===== src/rtl/ps2_pkg.sv =====
// Shared types and constants for the PS/2 receive path.
package ps2_pkg;

  typedef enum logic [1:0] {
    ST_IDLE   = 2'd0,
    ST_DATA   = 2'd1,
    ST_PARITY = 2'd2,
    ST_STOP   = 2'd3
  } ps2_state_t;

  localparam logic [7:0] PS2_PFX_EXT = 8'hE0;
  localparam logic [7:0] PS2_PFX_REL = 8'hF0;

endpackage


===== src/rtl/ps2_sync_filter.sv =====
// Two-flop synchronisers for both PS/2 lines plus a persistence filter on the clock line.
module ps2_sync_filter #(
  parameter int FILTER_LEN = 8
) (
  input  logic clk,
  input  logic reset_n,
  input  logic i_ps2_clk,
  input  logic i_ps2_data,
  output logic o_clk_fall,
  output logic o_data_sync
);

  localparam logic [7:0] CNT_LAST = 8'(FILTER_LEN - 1);

  logic       r_clk_s1;
  logic       r_clk_s2;
  logic       r_dat_s1;
  logic       r_dat_s2;
  logic       r_filt;
  logic [7:0] r_cnt;
  logic       r_fall;
  logic       w_flip;

  // The filtered level flips only after FILTER_LEN consecutive mismatching samples.
  assign w_flip = (r_clk_s2 != r_filt) && (r_cnt == CNT_LAST);

  always_ff @(posedge clk or negedge reset_n) begin
    if (!reset_n) begin
      r_clk_s1 <= 1'b1;
      r_clk_s2 <= 1'b1;
      r_dat_s1 <= 1'b1;
      r_dat_s2 <= 1'b1;
      r_filt   <= 1'b1;
      r_cnt    <= 8'd0;
      r_fall   <= 1'b0;
    end else begin
      r_clk_s1 <= i_ps2_clk;
      r_clk_s2 <= r_clk_s1;
      r_dat_s1 <= i_ps2_data;
      r_dat_s2 <= r_dat_s1;
      r_fall   <= w_flip && !r_clk_s2;
      if (r_clk_s2 == r_filt || w_flip) begin
        r_cnt <= 8'd0;
      end else begin
        r_cnt <= r_cnt + 8'd1;
      end
      if (w_flip) begin
        r_filt <= r_clk_s2;
      end
    end
  end

  assign o_clk_fall  = r_fall;
  assign o_data_sync = r_dat_s2;

endmodule


===== src/rtl/ps2_rx_decoder.sv =====
// PS/2 frame receiver: framing/parity check, timeout abort and E0/F0 prefix folding.
module ps2_rx_decoder
  import ps2_pkg::*;
#(
  parameter int FILTER_LEN     = 8,
  parameter int TIMEOUT_CYCLES = 16384
) (
  input  logic       clk,
  input  logic       reset_n,
  input  logic       ps2_clk,
  input  logic       ps2_data,
  output logic [7:0] code,
  output logic       extended,
  output logic       released,
  output logic       code_valid,
  output logic       err,
  output logic       busy
);

  localparam int          TW       = (TIMEOUT_CYCLES > 2) ? $clog2(TIMEOUT_CYCLES) : 1;
  localparam logic [TW-1:0] TMO_LAST = TW'(TIMEOUT_CYCLES - 1);

  ps2_state_t    r_state;
  ps2_state_t    w_state_next;
  logic [2:0]    r_bitcnt;
  logic [7:0]    r_shift;
  logic          r_parity;
  logic [TW-1:0] r_tmo;
  logic          r_ext_pend;
  logic          r_rel_pend;
  logic [7:0]    r_code;
  logic          r_extended;
  logic          r_released;
  logic          r_code_valid;
  logic          r_err;

  logic w_fall;
  logic w_data;
  logic w_timeout;
  logic w_stop_evt;
  logic w_frame_ok;

  ps2_sync_filter #(
    .FILTER_LEN (FILTER_LEN)
  ) u_sync_filter (
    .clk         (clk),
    .reset_n     (reset_n),
    .i_ps2_clk   (ps2_clk),
    .i_ps2_data  (ps2_data),
    .o_clk_fall  (w_fall),
    .o_data_sync (w_data)
  );

  // A fall event in the same cycle as an expiring counter takes precedence.
  assign w_timeout  = (r_state != ST_IDLE) && !w_fall && (r_tmo == TMO_LAST);
  assign w_stop_evt = w_fall && (r_state == ST_STOP);
  assign w_frame_ok = w_data && (^{r_shift, r_parity});

  always_ff @(posedge clk or negedge reset_n) begin
    if (!reset_n) begin
      r_state <= ST_IDLE;
    end else begin
      r_state <= w_state_next;
    end
  end

  always_comb begin
    w_state_next = r_state;
    case (r_state)
      ST_IDLE:   if (w_fall && !w_data) w_state_next = ST_DATA;
      ST_DATA:   if (w_fall && r_bitcnt == 3'd7) w_state_next = ST_PARITY;
      ST_PARITY: if (w_fall) w_state_next = ST_STOP;
      ST_STOP:   if (w_fall) w_state_next = ST_IDLE;
      default:   w_state_next = ST_IDLE;
    endcase
    if (w_timeout) begin
      w_state_next = ST_IDLE;
    end
  end

  always_ff @(posedge clk or negedge reset_n) begin
    if (!reset_n) begin
      r_bitcnt <= 3'd0;
      r_shift  <= 8'd0;
      r_parity <= 1'b0;
      r_tmo    <= '0;
    end else begin
      if (w_fall || r_state == ST_IDLE) begin
        r_tmo <= '0;
      end else begin
        r_tmo <= r_tmo + 1'b1;
      end
      if (w_fall) begin
        case (r_state)
          ST_IDLE:   r_bitcnt <= 3'd0;
          ST_DATA: begin
            r_shift  <= {w_data, r_shift[7:1]};
            r_bitcnt <= r_bitcnt + 3'd1;
          end
          ST_PARITY: r_parity <= w_data;
          default:   ;
        endcase
      end
    end
  end

  always_ff @(posedge clk or negedge reset_n) begin
    if (!reset_n) begin
      r_ext_pend   <= 1'b0;
      r_rel_pend   <= 1'b0;
      r_code       <= 8'h00;
      r_extended   <= 1'b0;
      r_released   <= 1'b0;
      r_code_valid <= 1'b0;
      r_err        <= 1'b0;
    end else begin
      r_code_valid <= 1'b0;
      r_err        <= 1'b0;
      if (w_stop_evt) begin
        if (!w_frame_ok) begin
          r_err      <= 1'b1;
          r_ext_pend <= 1'b0;
          r_rel_pend <= 1'b0;
        end else if (r_shift == PS2_PFX_EXT) begin
          r_ext_pend <= 1'b1;
        end else if (r_shift == PS2_PFX_REL) begin
          r_rel_pend <= 1'b1;
        end else begin
          r_code       <= r_shift;
          r_extended   <= r_ext_pend;
          r_released   <= r_rel_pend;
          r_code_valid <= 1'b1;
          r_ext_pend   <= 1'b0;
          r_rel_pend   <= 1'b0;
        end
      end else if (w_timeout) begin
        r_err      <= 1'b1;
        r_ext_pend <= 1'b0;
        r_rel_pend <= 1'b0;
      end
    end
  end

  assign code       = r_code;
  assign extended   = r_extended;
  assign released   = r_released;
  assign code_valid = r_code_valid;
  assign err        = r_err;
  assign busy       = (r_state != ST_IDLE);

endmodule


===== config.mk =====
export PLATFORM = sky130hd
export DESIGN_NAME = ps2_rx_decoder
export DESIGN_NICKNAME = d
export VERILOG_FILES = /design/src/rtl/ps2_pkg.sv /design/src/rtl/ps2_sync_filter.sv /design/src/rtl/ps2_rx_decoder.sv
export SDC_FILE = /design/constraint.sdc
export NUM_CORES = 1
export LEC_CHECK = 0
export BUFFER_PORTS_ARGS = -buffer_cell sky130_fd_sc_hd__clkbuf_2
export CAP_MARGIN = 20
export CORE_UTILIZATION = 54
export DETAILED_ROUTE_END_ITERATION = 12
export PLACE_DENSITY = 0.75
export SYNTH_ARGS = -nofsm -noshare
export SYNTH_HDL_FRONTEND = slang
export SYNTH_SLANG_ARGS = --single-unit

===== constraint.sdc =====
create_clock -name clk -period 2.1 [get_ports clk]
set_input_delay 0.42 -clock clk [delete_from_list [all_inputs] [get_ports clk]]
set_output_delay 0.42 -clock clk [all_outputs]
set_load 0.02 [all_outputs]

==> qor.log, run 1 <==
INFO  final_layout   nFillCells=352
INFO  floorplan      std_cell_rows=24
INFO  setup_path     critical_path.max_fanout=5
INFO  yosys          synth_top_area_cell=dfrtp_1
INFO  yosys          synth.most_common_cell=dfrtp_1
INFO  grt            grt_antenna_before_repair=0
INFO  yosys          yosys.cell_types.count=42
INFO  floorplan      die_width=71.7µm
INFO  setup_path     worst-endpoint-required=2.30ns
INFO  final_layout   post_layout_nonfiller_instances=297
INFO  sta            timing_hold_violations_final=0
INFO  place          place_inst=289
INFO  detailed_routing drt_first_pass_iters=4
INFO  clock_tree     worst_setup_hold_path_clk_slew=0.10ns
INFO  floorplan      die_h=71.7µm
INFO  final_layout   syn2layout_area_growth=10.6%
INFO  clock_tree     post_cts.resized_instances=0
INFO  detailed_routing routedWlPerCell=14.1µm
INFO  min_path       worst_hold_path_type=input port to async pin
INFO  place          pre_cts_slack=0.107ns
INFO  yosys          synth_top_cells_by_count=dfrtp_1 (51), nor2_1 (26), xnor2_1 (13), mux2_2 (10), nand3_1 (10)
INFO  sta            maxSlewViolCount=0
INFO  sta            final_hold_slack=0.0776ns
INFO  clock_tree     post_cts_hold_buffer_count=0
INFO  grt            via_count_of_the_first_global_routing_pass=1564
INFO  floorplan      floorplan_core_area=4500µm²
INFO  place          routability_cong=0.784
INFO  grt            first_pass_grt_wire_length=7230µm
INFO  sta            timing.fmax=499MHz
INFO  flow_run       cap_violations=0
INFO  clock_tree     clock-sinks=56
INFO  sta            fin_tns_setup=0ns
INFO  clock_tree     insertion_delay=0.30ns
INFO  detailed_routing detailroute.wirelength.met2=2040µm
INFO  floorplan      boundaryPins=17
INFO  run_status     outcome=completed
INFO  final_layout   num_antenna_cells=0
INFO  sta            timing.final.setup_violations=0
INFO  floorplan      die_area=5130µm²
INFO  yosys          synth_fp_nets=231
INFO  clock_tree     tritoncts=yes
INFO  floorplan      effective_utilization_at_floorplan=0.582
INFO  setup_path     worst-endpoint-arrival=2.20ns
INFO  detailed_routing num_vias=1653
INFO  sta            rsz_0062_raised_after_global_routing=false
INFO  place          numPortBuffers=16
INFO  setup_path     critical-path-max-stage-delay=0.53ns
INFO  yosys          syn_area=2620µm²
INFO  sta            worst-slew-pin-transition=0.532ns
INFO  setup_path     critical_path_class=flop to flop
INFO  detailed_routing avgViaCountPerCell=5.57
INFO  sta            setup_slack=0.0948ns
INFO  final_layout   drive_above_1_share=0.245
INFO  detailed_routing met1Wirelength=2010µm
INFO  setup_path     cp_cell_sequence=or4b_4, o211a_1, mux2i_2, buf_4, mux2_2
INFO  clock_tree     cts-buffers-inserted=5
INFO  clock_tree     post_cts_setup_repair_bufs=0
INFO  setup_path     path_buf_inv=1
INFO  detailed_routing dr.max_layer_used=met4
INFO  grt            gr-total-overflow=0
INFO  place          detailedPlacementHpwl=3030µm
INFO  detailed_routing dr_wl_met3=124µm
INFO  pwr            cellPowerDensity=792nW/µm²
INFO  clock_tree     cts_max_level=2
INFO  final_layout   finalNetCount=257
INFO  clock_tree     clk_root_buffer_cell=clkbuf_8
INFO  detailed_routing initialDrtViolationCount=71
INFO  yosys          postSynthRegisterBits=56
INFO  yosys          netlist_instances=218
INFO  pwr            p_leak=0.00144µW
INFO  yosys          synth.yosys.seq_area_share=0.537
INFO  detailed_routing routed_wirelength=4190µm
INFO  sta            max-slew-margin-rel=0.646
INFO  pwr            fin_total_pwr=2300µW
INFO  setup_path     cp_slowest_cell=or4b_4
INFO  yosys          netlist_top_cells_area=dfrtp_1 (49%), dfstp_2 (5.0%), xnor2_1 (4.3%)
INFO  yosys          synth_top_cell_area_share=0.487
INFO  grt            grt_max_degree=24
INFO  sta            finalWorstPathRequiredPeriod=2.01ns
INFO  yosys          synth_async_sr_flop_share=1.00
INFO  setup_path     worstSetupEndpointType=flop
INFO  pwr            max-vdd-ir-drop=0.557mV
INFO  setup_path     crit_path_start_kind=flop
INFO  setup_path     critPathTopFamily=simple AND/OR/NAND/NOR gates
INFO  yosys          synth_edf_count=0
INFO  yosys          synth_warnings=0
INFO  yosys          synth_ff_type=dfrtp_1
INFO  yosys          synthesis.area_per_instance=12.0µm²
INFO  detailed_routing final_antenna_net_count=0
INFO  clock_tree     clock_path_buffers=2
INFO  sta            final.period_utilization=0.955
INFO  grt            grt_use_total=0.183
INFO  sta            fin_worst_skew=0.00912ns
INFO  detailed_routing remaining_drc_errors=0
power breakdown:
part	internal [µW]	switching (µW)	total, µW
clock network	235	327	562
logic	195	276	470
registers	1180	83.5	1260
worst register-to-register path, cell delays in order (launching register included):
cell and delay (ns):
dfrtp_1 0.44, or4b_4 0.53, o211a_1 0.25, mux2i_2 0.16, buf_4 0.18, mux2_2 0.34
final cells by class:
type / count / area [µm²] / share of cell area
clock inverters: 1 / 5.00 / 0.00173
well taps: 52 / 65.1 / 0.0225
clock buffers: 7 / 76.3 / 0.0263
inverters: 7 / 26.3 / 0.00907
repair buffers: 25 / 160 / 0.0553
multi-input cells: 149 / 1160 / 0.399
flip-flops and latches: 56 / 1410 / 0.486
path summary, 6_finish.rpt:
check	start	to	slack, ns	depth (start not counted)
hold / removal	reset_n	r_bitcnt[1]	0.08	1
hold reg to reg	u_sync_filter.r_clk_s1	u_sync_filter.r_clk_s2	0.36	0
setup / recovery	r_shift[2]	code[4]	0.09	5
min in group clk	ps2_clk	u_sync_filter.r_clk_s1	0.19	1
max in group asynchronous	reset_n	u_sync_filter.o_data_sync	1.35	2
setup reg to reg	r_shift[2]	code[4]	0.09	5
flip-flops by register name (all words and copies together) (netlist names), 2 cells and up:
signal and flops:
u_sync_filter.r_cnt 8, r_tmo 14, r_shift 8, r_state 2, code 8, r_bitcnt 3
metal layers:
metal  vias up  track usage
met5         -            0
met2        26        0.290
met4         0       0.0588
li1        811            -
met3         2       0.0478
met1       814        0.247
cell families (layout without fill, tap and decap cells):
kind of cell	Yosys count	after routing	synth area share
simple gates	77	77	0.149
xor+xnor	25	25	0.103
compound gates	19	19	0.0540
mux	19	19	0.0922
buf+inv	13	40	0.0215
flops	56	56	0.537
fa+ha+maj	9	9	0.0430
placed cells by master, fill, tap and decap left out, types with 7 or more instances in the layout:
cell type and n:
dfrtp_1 51, nor2_1 26, clkbuf_2 16, xnor2_1 13
nand3_1 10, mux2_2 10, nand2_1 9, xor2_1 9
ha_1 9, buf_4 8, inv_1 7, mux2_4 7
metrics by stage:
step	util	cell area, µm²
6_report	0.643	2900
5_1_grt	0.643	2900
4_1_cts	0.643	2900
3_5_place_dp	0.625	2820
3_3_place_gp	0.625	2820
2_1_floorplan	-	2620
No activity file was read; power rests on OpenSTA's default activity.
==> inputs of run 2 (changes only) <==
CTS_CLUSTER_DIAMETER = 50   (was default)
PLACE_DENSITY = 0.74   (was 0.75)
==> run 2 against run 1 <==
Against the previous run: via count shrank 0.85%; first-iteration DRC count decreased by 23%; sequential power about the same; final cell count is the same; non-clock buffer count did not move; worst setup slack got worse by 0.0015 ns; combinational power grew 1%; die area unchanged; register-to-register slack is essentially flat; largest power group unchanged; clock-buffer cell count fell by 1; sequential share of layout area decreased by 0.50 points; routed wire length fell by 1.5%; critical path type unchanged.
==> qor.log, run 2 (synthesized netlist as in run 1, its figures left out) <==
INFO  sta            timing_hold_violations_final=0 [unchanged]
INFO  grt            global_routing_met2_resource_utilization=0.294 [was 0.290]
INFO  final_layout   drive_above_1_share=0.249 [was 0.245]
INFO  final_layout   largest_register_ff_count=14 [unchanged]
INFO  grt            grt-busiest-layer=met2 [unchanged]
INFO  clock_tree     tritoncts=yes [unchanged]
INFO  grt            via_count_of_the_first_global_routing_pass=1619 [was 1564]
INFO  setup_path     crit_path_start_kind=flop [unchanged]
INFO  place          routability_cong=0.765 [was 0.784]
INFO  run_status     outcome=completed [unchanged]
INFO  final_layout   finalNetCount=257 [unchanged]
INFO  final_layout   layout_commonest_cell=dfrtp_1 [unchanged]
INFO  floorplan      boundaryPins=17 [unchanged]
INFO  clock_tree     insertion_delay=0.31ns [was 0.30 ns]
INFO  detailed_routing initialDrtViolationCount=55 [was 71]
INFO  flow_run       cap_violations=0 [unchanged]
INFO  clock_tree     worst_setup_hold_path_clk_slew=0.10ns [about the same]
INFO  detailed_routing routedWlPerCell=13.9µm [was 14.1 µm]
INFO  pwr            fin_total_pwr=2430µW [was 2300 µW]
INFO  setup_path     critical_path.max_fanout=6 [was 5]
INFO  clock_tree     cts-buffers-inserted=5 [unchanged]
INFO  clock_tree     post_cts_hold_buffer_count=0 [unchanged]
INFO  floorplan      std_cell_rows=24 [unchanged]
INFO  pwr            p_leak=0.00146µW [was 0.00144 µW]
INFO  sta            timing.final.setup_violations=0 [unchanged]
INFO  detailed_routing num_vias=1639 [was 1653]
INFO  clock_tree     clock_path_buffers=2 [unchanged]
INFO  setup_path     worst-endpoint-required=2.30ns [about the same]
INFO  detailed_routing final_antenna_net_count=0 [unchanged]
INFO  sta            worst-slew-pin-transition=0.511ns [was 0.532 ns]
INFO  pwr            max-vdd-ir-drop=0.508mV [was 0.557 mV]
INFO  floorplan      effective_utilization_at_floorplan=0.582 [unchanged]
INFO  sta            rsz_0062_raised_after_global_routing=true [was false]
INFO  sta            max-slew-margin-rel=0.660 [was 0.646]
INFO  final_layout   post_layout_nonfiller_instances=297 [unchanged]
INFO  grt            first_pass_grt_wire_length=7560µm [was 7230 µm]
INFO  floorplan      die_h=71.7µm [unchanged]
INFO  setup_path     critical_path_class=flop to flop [unchanged]
INFO  grt            grt_antenna_before_repair=0 [unchanged]
INFO  clock_tree     post_cts.resized_instances=0 [unchanged]
INFO  place          detailedPlacementHpwl=2950µm [was 3030 µm]
INFO  sta            final.period_utilization=0.956 [was 0.955]
INFO  final_layout   leading_cell_types_in_the_layout_fill_and_taps_excluded=dfrtp_1 (51), nor2_1 (26), clkbuf_2 (16) [unchanged]
INFO  sta            timing.fmax=498MHz [was 499 MHz]
INFO  pwr            cellPowerDensity=831nW/µm² [was 792 nW/µm²]
INFO  setup_path     worstSetupEndpointType=flop [unchanged]
INFO  final_layout   syn2layout_area_growth=11.7% [was 10.6%]
INFO  floorplan      die_area=5130µm² [unchanged]
INFO  detailed_routing remaining_drc_errors=0 [unchanged]
INFO  place          place_inst=289 [unchanged]
INFO  setup_path     worst-endpoint-arrival=2.21ns [was 2.20 ns]
INFO  sta            fin_worst_skew=0.0101ns [was 0.00912 ns]
INFO  final_layout   num_antenna_cells=0 [unchanged]
INFO  grt            gr-total-overflow=0 [unchanged]
INFO  grt            grt_use_total=0.191 [was 0.183]
INFO  detailed_routing avgViaCountPerCell=5.52 [was 5.57]
INFO  place          numPortBuffers=16 [unchanged]
INFO  sta            maxSlewViolCount=0 [unchanged]
INFO  detailed_routing routed_wirelength=4130µm [was 4190 µm]
INFO  min_path       worst_hold_path_type=input port to async pin [unchanged]
INFO  grt            groute.layer.met3.usage=0.0422 [was 0.0478]
INFO  clock_tree     clock-sinks=56 [unchanged]
INFO  detailed_routing drt_first_pass_iters=4 [unchanged]
INFO  clock_tree     post_cts_setup_repair_bufs=0 [unchanged]
INFO  final_layout   register_ranked_first_by_flip_flop_count=r_tmo [unchanged]
INFO  clock_tree     clk_root_buffer_cell=clkbuf_8 [unchanged]
INFO  sta            final_hold_slack=0.0704ns [was 0.0776 ns]
INFO  clock_tree     cts_max_level=2 [unchanged]
INFO  grt            grt_max_degree=25 [was 24]
INFO  grt            grtUsageMet1=0.268 [was 0.247]
INFO  floorplan      floorplan_core_area=4500µm² [unchanged]
INFO  sta            finalWorstPathRequiredPeriod=2.01ns [about the same]
INFO  floorplan      die_width=71.7µm [unchanged]
-- run 2: routing by layer --
metal  up-vias  part of all wire  routed length (µm)
li1        815                 -                   -
met1       794              0.50                2060
met2        24              0.46                1890
met3         6             0.026                 106
met4         0             0.016                  65
met5         -                 0                   0
-- run 2: path summary, 6_finish.rpt --
| kind | slack (ns) | to | cells after the start | startpoint |
|---|---|---|---|---|
| min in group clk | 0.18 | u_sync_filter.r_clk_s1 | 1 | ps2_clk |
| min reg2reg | 0.36 | u_sync_filter.o_data_sync | 0 | u_sync_filter.r_dat_s1 |
| min | 0.07 | r_bitcnt[1] | 1 | reset_n |
| max in group asynchronous | 1.39 | u_sync_filter.o_data_sync | 2 | reset_n |
| max | 0.09 | code[1] | 5 | r_shift[2] |
| max reg2reg | 0.09 | code[1] | 5 | r_shift[2] |
-- run 2: metrics by stage --
stage	util	instance area, µm²	worst slack, ns	setup TNS [ns]
2_1_floorplan	-	2620	0.100	0
3_3_place_gp	0.625	2820	0.146	0
3_5_place_dp	0.625	2820	0.117	0
4_1_cts	0.649	2920	0.101	0
5_1_grt	0.650	2930	-0.00870	-0.0309
6_report	0.650	2930	0.0933	0
-- run 2: cell type report --
type | instances | area, µm²
clock buffers | 6 | 72.6
clock inverters | 2 | 35.0
fillers | 364 | 1580
inverters | 7 | 26.3
multi-input cells | 149 | 1160
flip-flops and latches | 56 | 1410
well taps | 52 | 65.1
repair buffers | 25 | 160
-- run 2: power breakdown --
group          internal (µW)  leakage, µW  switching [µW]
combinational            194     0.000652             283
clock                    355    0.0000552             340
sequential              1180     0.000752            82.0
total                   1730      0.00146             705
-- run 2: worst max-delay path: stages (launching register included) --
cell     delay [ns]
dfrtp_1        0.44
or4b_4         0.56
o211a_1        0.24
mux2i_2        0.16
buf_4          0.19
mux2_4         0.30
==> inputs of run 3 (changes only) <==
CTS_CLUSTER_DIAMETER = 80   (was 50)
SETUP_SLACK_MARGIN = 0.4   (was default)
==> run 3 against run 2 <==
Against the previous run: routed wire length rose by 6.7%; register-to-register slack barely moved; flip-flop and latch count did not move; maximum frequency barely moved; via count rose by 4.9%; clock-buffer cell count fell by 1; core utilization rose by 3.6 points; global-route usage fell by 0.55 points; critical path type unchanged; worst hold slack improved by 0.0081 ns; non-clock buffer count rose by 10; largest cell class unchanged; design area rose by 5.5%; die area did not move.
==> qor.log, run 3 (synthesized netlist as in run 1, its figures left out) <==
INFO  detailed_routing routed_wirelength=4400µm [was 4130 µm]
INFO  sta            rsz_0062_raised_after_global_routing=true [unchanged]
INFO  final_layout   leading_cell_types_in_the_layout_fill_and_taps_excluded=dfrtp_1 (50), nor2_1 (26), clkbuf_2 (15), buf_4 (15), xnor2_1 (11) [was dfrtp_1 (51), nor2_1 (26), clkbuf_2 (16)]
INFO  sta            timing.final.setup_violations=0 [unchanged]
INFO  place          placed_area=2820µm² [unchanged]
INFO  setup_path     critical_path_class=flop to flop [unchanged]
INFO  clock_tree     clock-sinks=56 [unchanged]
INFO  clock_tree     clk_root_buffer_cell=clkbuf_8 [unchanged]
INFO  sta            fin_worst_skew=0.0129ns [was 0.0101 ns]
INFO  run_status     outcome=completed [unchanged]
INFO  setup_path     regToRegEndpoint=code[3] [was code[1]]
INFO  setup_path     critical_path.max_fanout=6 [unchanged]
INFO  clock_tree     worst_setup_hold_path_clk_slew=0.11ns [was 0.10 ns]
INFO  clock_tree     clock_path_buffers=2 [unchanged]
INFO  clock_tree     tritoncts=yes [unchanged]
INFO  grt            gr-total-overflow=0 [unchanged]
INFO  final_layout   design_area=3090µm² [was 2930 µm²]
INFO  setup_path     worst-endpoint-required=2.32ns [was 2.30 ns]
INFO  floorplan      std_cell_rows=24 [unchanged]
INFO  grt            first_pass_grt_wire_length=7250µm [was 7560 µm]
INFO  final_layout   syn2layout_area_growth=17.9% [was 11.7%]
INFO  sta            timing_hold_violations_final=0 [unchanged]
INFO  detailed_routing num_vias=1720 [was 1639]
INFO  sta            finalWorstPathRequiredPeriod=2.01ns [about the same]
INFO  final_layout   drive_above_1_share=0.349 [was 0.249]
INFO  grt            via_count_of_the_first_global_routing_pass=1644 [was 1619]
INFO  clock_tree     cts_max_level=2 [unchanged]
INFO  pwr            p_leak=0.00152µW [was 0.00146 µW]
INFO  final_layout   finalNetCount=267 [was 257]
INFO  setup_path     worst_r2r_path_depth=5 [unchanged]
INFO  pwr            cellPowerDensity=799nW/µm² [was 831 nW/µm²]
INFO  min_path       worst_hold_path_type=input port to async pin [unchanged]
INFO  sta            fin_tns_setup=0ns [unchanged]
INFO  final_layout   postLayoutCoreUtil=0.686 [was 0.650]
INFO  final_layout   largest_register_ff_count=14 [unchanged]
INFO  pwr            fin_total_pwr=2470µW [was 2430 µW]
INFO  grt            grt_max_degree=57 [was 25]
INFO  place          routability_cong=0.803 [was 0.765]
INFO  detailed_routing initialDrtViolationCount=68 [was 55]
INFO  flow_run       cap_violations=0 [unchanged]
INFO  setup_path     timing.reg2reg.setup_slack=0.09ns [about the same]
INFO  grt            grt_use_total=0.186 [was 0.191]
INFO  floorplan      effective_utilization_at_floorplan=0.582 [unchanged]
INFO  floorplan      die_area=5130µm² [unchanged]
INFO  place          detailedPlacementHpwl=2870µm [was 2950 µm]
INFO  detailed_routing routedWlPerCell=14.3µm [was 13.9 µm]
INFO  sta            max-slew-margin-rel=0.732 [was 0.660]
INFO  sta            final.period_utilization=0.956 [about the same]
INFO  final_layout   layout_commonest_cell=dfrtp_1 [unchanged]
INFO  final_layout   register_ranked_first_by_flip_flop_count=r_tmo [unchanged]
INFO  sta            worst-slew-pin-transition=0.399ns [was 0.511 ns]
INFO  detailed_routing drt_first_pass_iters=4 [unchanged]
INFO  setup_path     crit_path_start_kind=flop [unchanged]
INFO  setup_path     worstSetupEndpointType=flop [unchanged]
INFO  floorplan      boundaryPins=17 [unchanged]
INFO  floorplan      floorplan_core_area=4500µm² [unchanged]
INFO  clock_tree     cts-buffers-inserted=5 [unchanged]
INFO  clock_tree     post_cts_hold_buffer_count=0 [unchanged]
INFO  sta            maxSlewViolCount=0 [unchanged]
INFO  detailed_routing remaining_drc_errors=0 [unchanged]
INFO  clock_tree     insertion_delay=0.32ns [was 0.31 ns]
INFO  setup_path     worst-endpoint-arrival=2.23ns [was 2.21 ns]
INFO  detailed_routing avgViaCountPerCell=5.60 [was 5.52]
INFO  setup_path     r2r-start=r_shift[2] [unchanged]
INFO  floorplan      die_width=71.7µm [unchanged]
INFO  final_layout   num_antenna_cells=0 [unchanged]
INFO  floorplan      die_h=71.7µm [unchanged]
INFO  place          numPortBuffers=16 [unchanged]
INFO  pwr            max-vdd-ir-drop=0.573mV [was 0.508 mV]
INFO  sta            timing.fmax=498MHz [about the same]
INFO  detailed_routing final_antenna_net_count=0 [unchanged]
INFO  grt            grt_antenna_before_repair=0 [unchanged]
## run 3: cell types whose count changed in the layout (fill, tap and decap cells not counted), moves of 3 or more
cell,change
buf_6,+3
inv_2,+3
buf_4,+7
inv_1,-4
## run 3: how the worst max path moves through the flow
stage	from	to	slack, ns	cells after the start
6_report	r_shift[2]	code[3]	0.09	5
5_1_grt	r_shift[2]	released	0.04	5
2_1_floorplan	r_shift[2]	code[1]	0.14	5
4_1_cts	r_shift[2]	released	0.12	5
3_3_place_gp	r_shift[2]	code[3]	0.07	5
3_5_place_dp	r_shift[2]	code[7]	0.03	5
## run 3: layer usage
metal | vias to the layer above | GRT usage | wire, µm
met1 | 835 | 0.230 | 2010
met2 | 42 | 0.307 | 2150
met5 | - | 0 | 0
met3 | 8 | 0.0380 | 140
met4 | 0 | 0.0980 | 93
li1 | 835 | - | -
## run 3: cell type report
type | instances | area [µm²]
Clock inverter | 3 | 26.3
Tap cell | 52 | 65.1
Sequential cell | 56 | 1410
Inverter | 7 | 28.8
Timing Repair Buffer | 35 | 262
Multi-Input combinational cell | 149 | 1230
Fill cell | 327 | 1420
Clock buffer | 5 | 68.8
## run 3: metrics by stage
step	setup slack, ns	hold slack [ns]	cells
CTS	0.121	0.0924	304
finish	0.0916	0.0785	307
detailed placement	0.0311	0.347	289
global route	0.0358	0.0952	307
floorplan	0.142	0.124	218
global placement	0.0686	0.346	289
## run 3: report_power, final
group | switching [µW] | internal [µW]
sequential | 85.5 | 1180
combinational | 321 | 268
clock | 371 | 244
## run 3: worst max-delay path: stages (launching register included)
cell	delay [ns]
dfrtp_1	0.42
or4b_4	0.55
o211a_1	0.25
mux2i_4	0.21
buf_6	0.17
mux2_4	0.30
## run 3: what timing repair did
item	in CTS	in global routing
pin swaps	6	2
setup endpoints to repair	15	26
buffers inserted	7	3
gates resized for setup	10	17
hold endpoints to repair	0	0
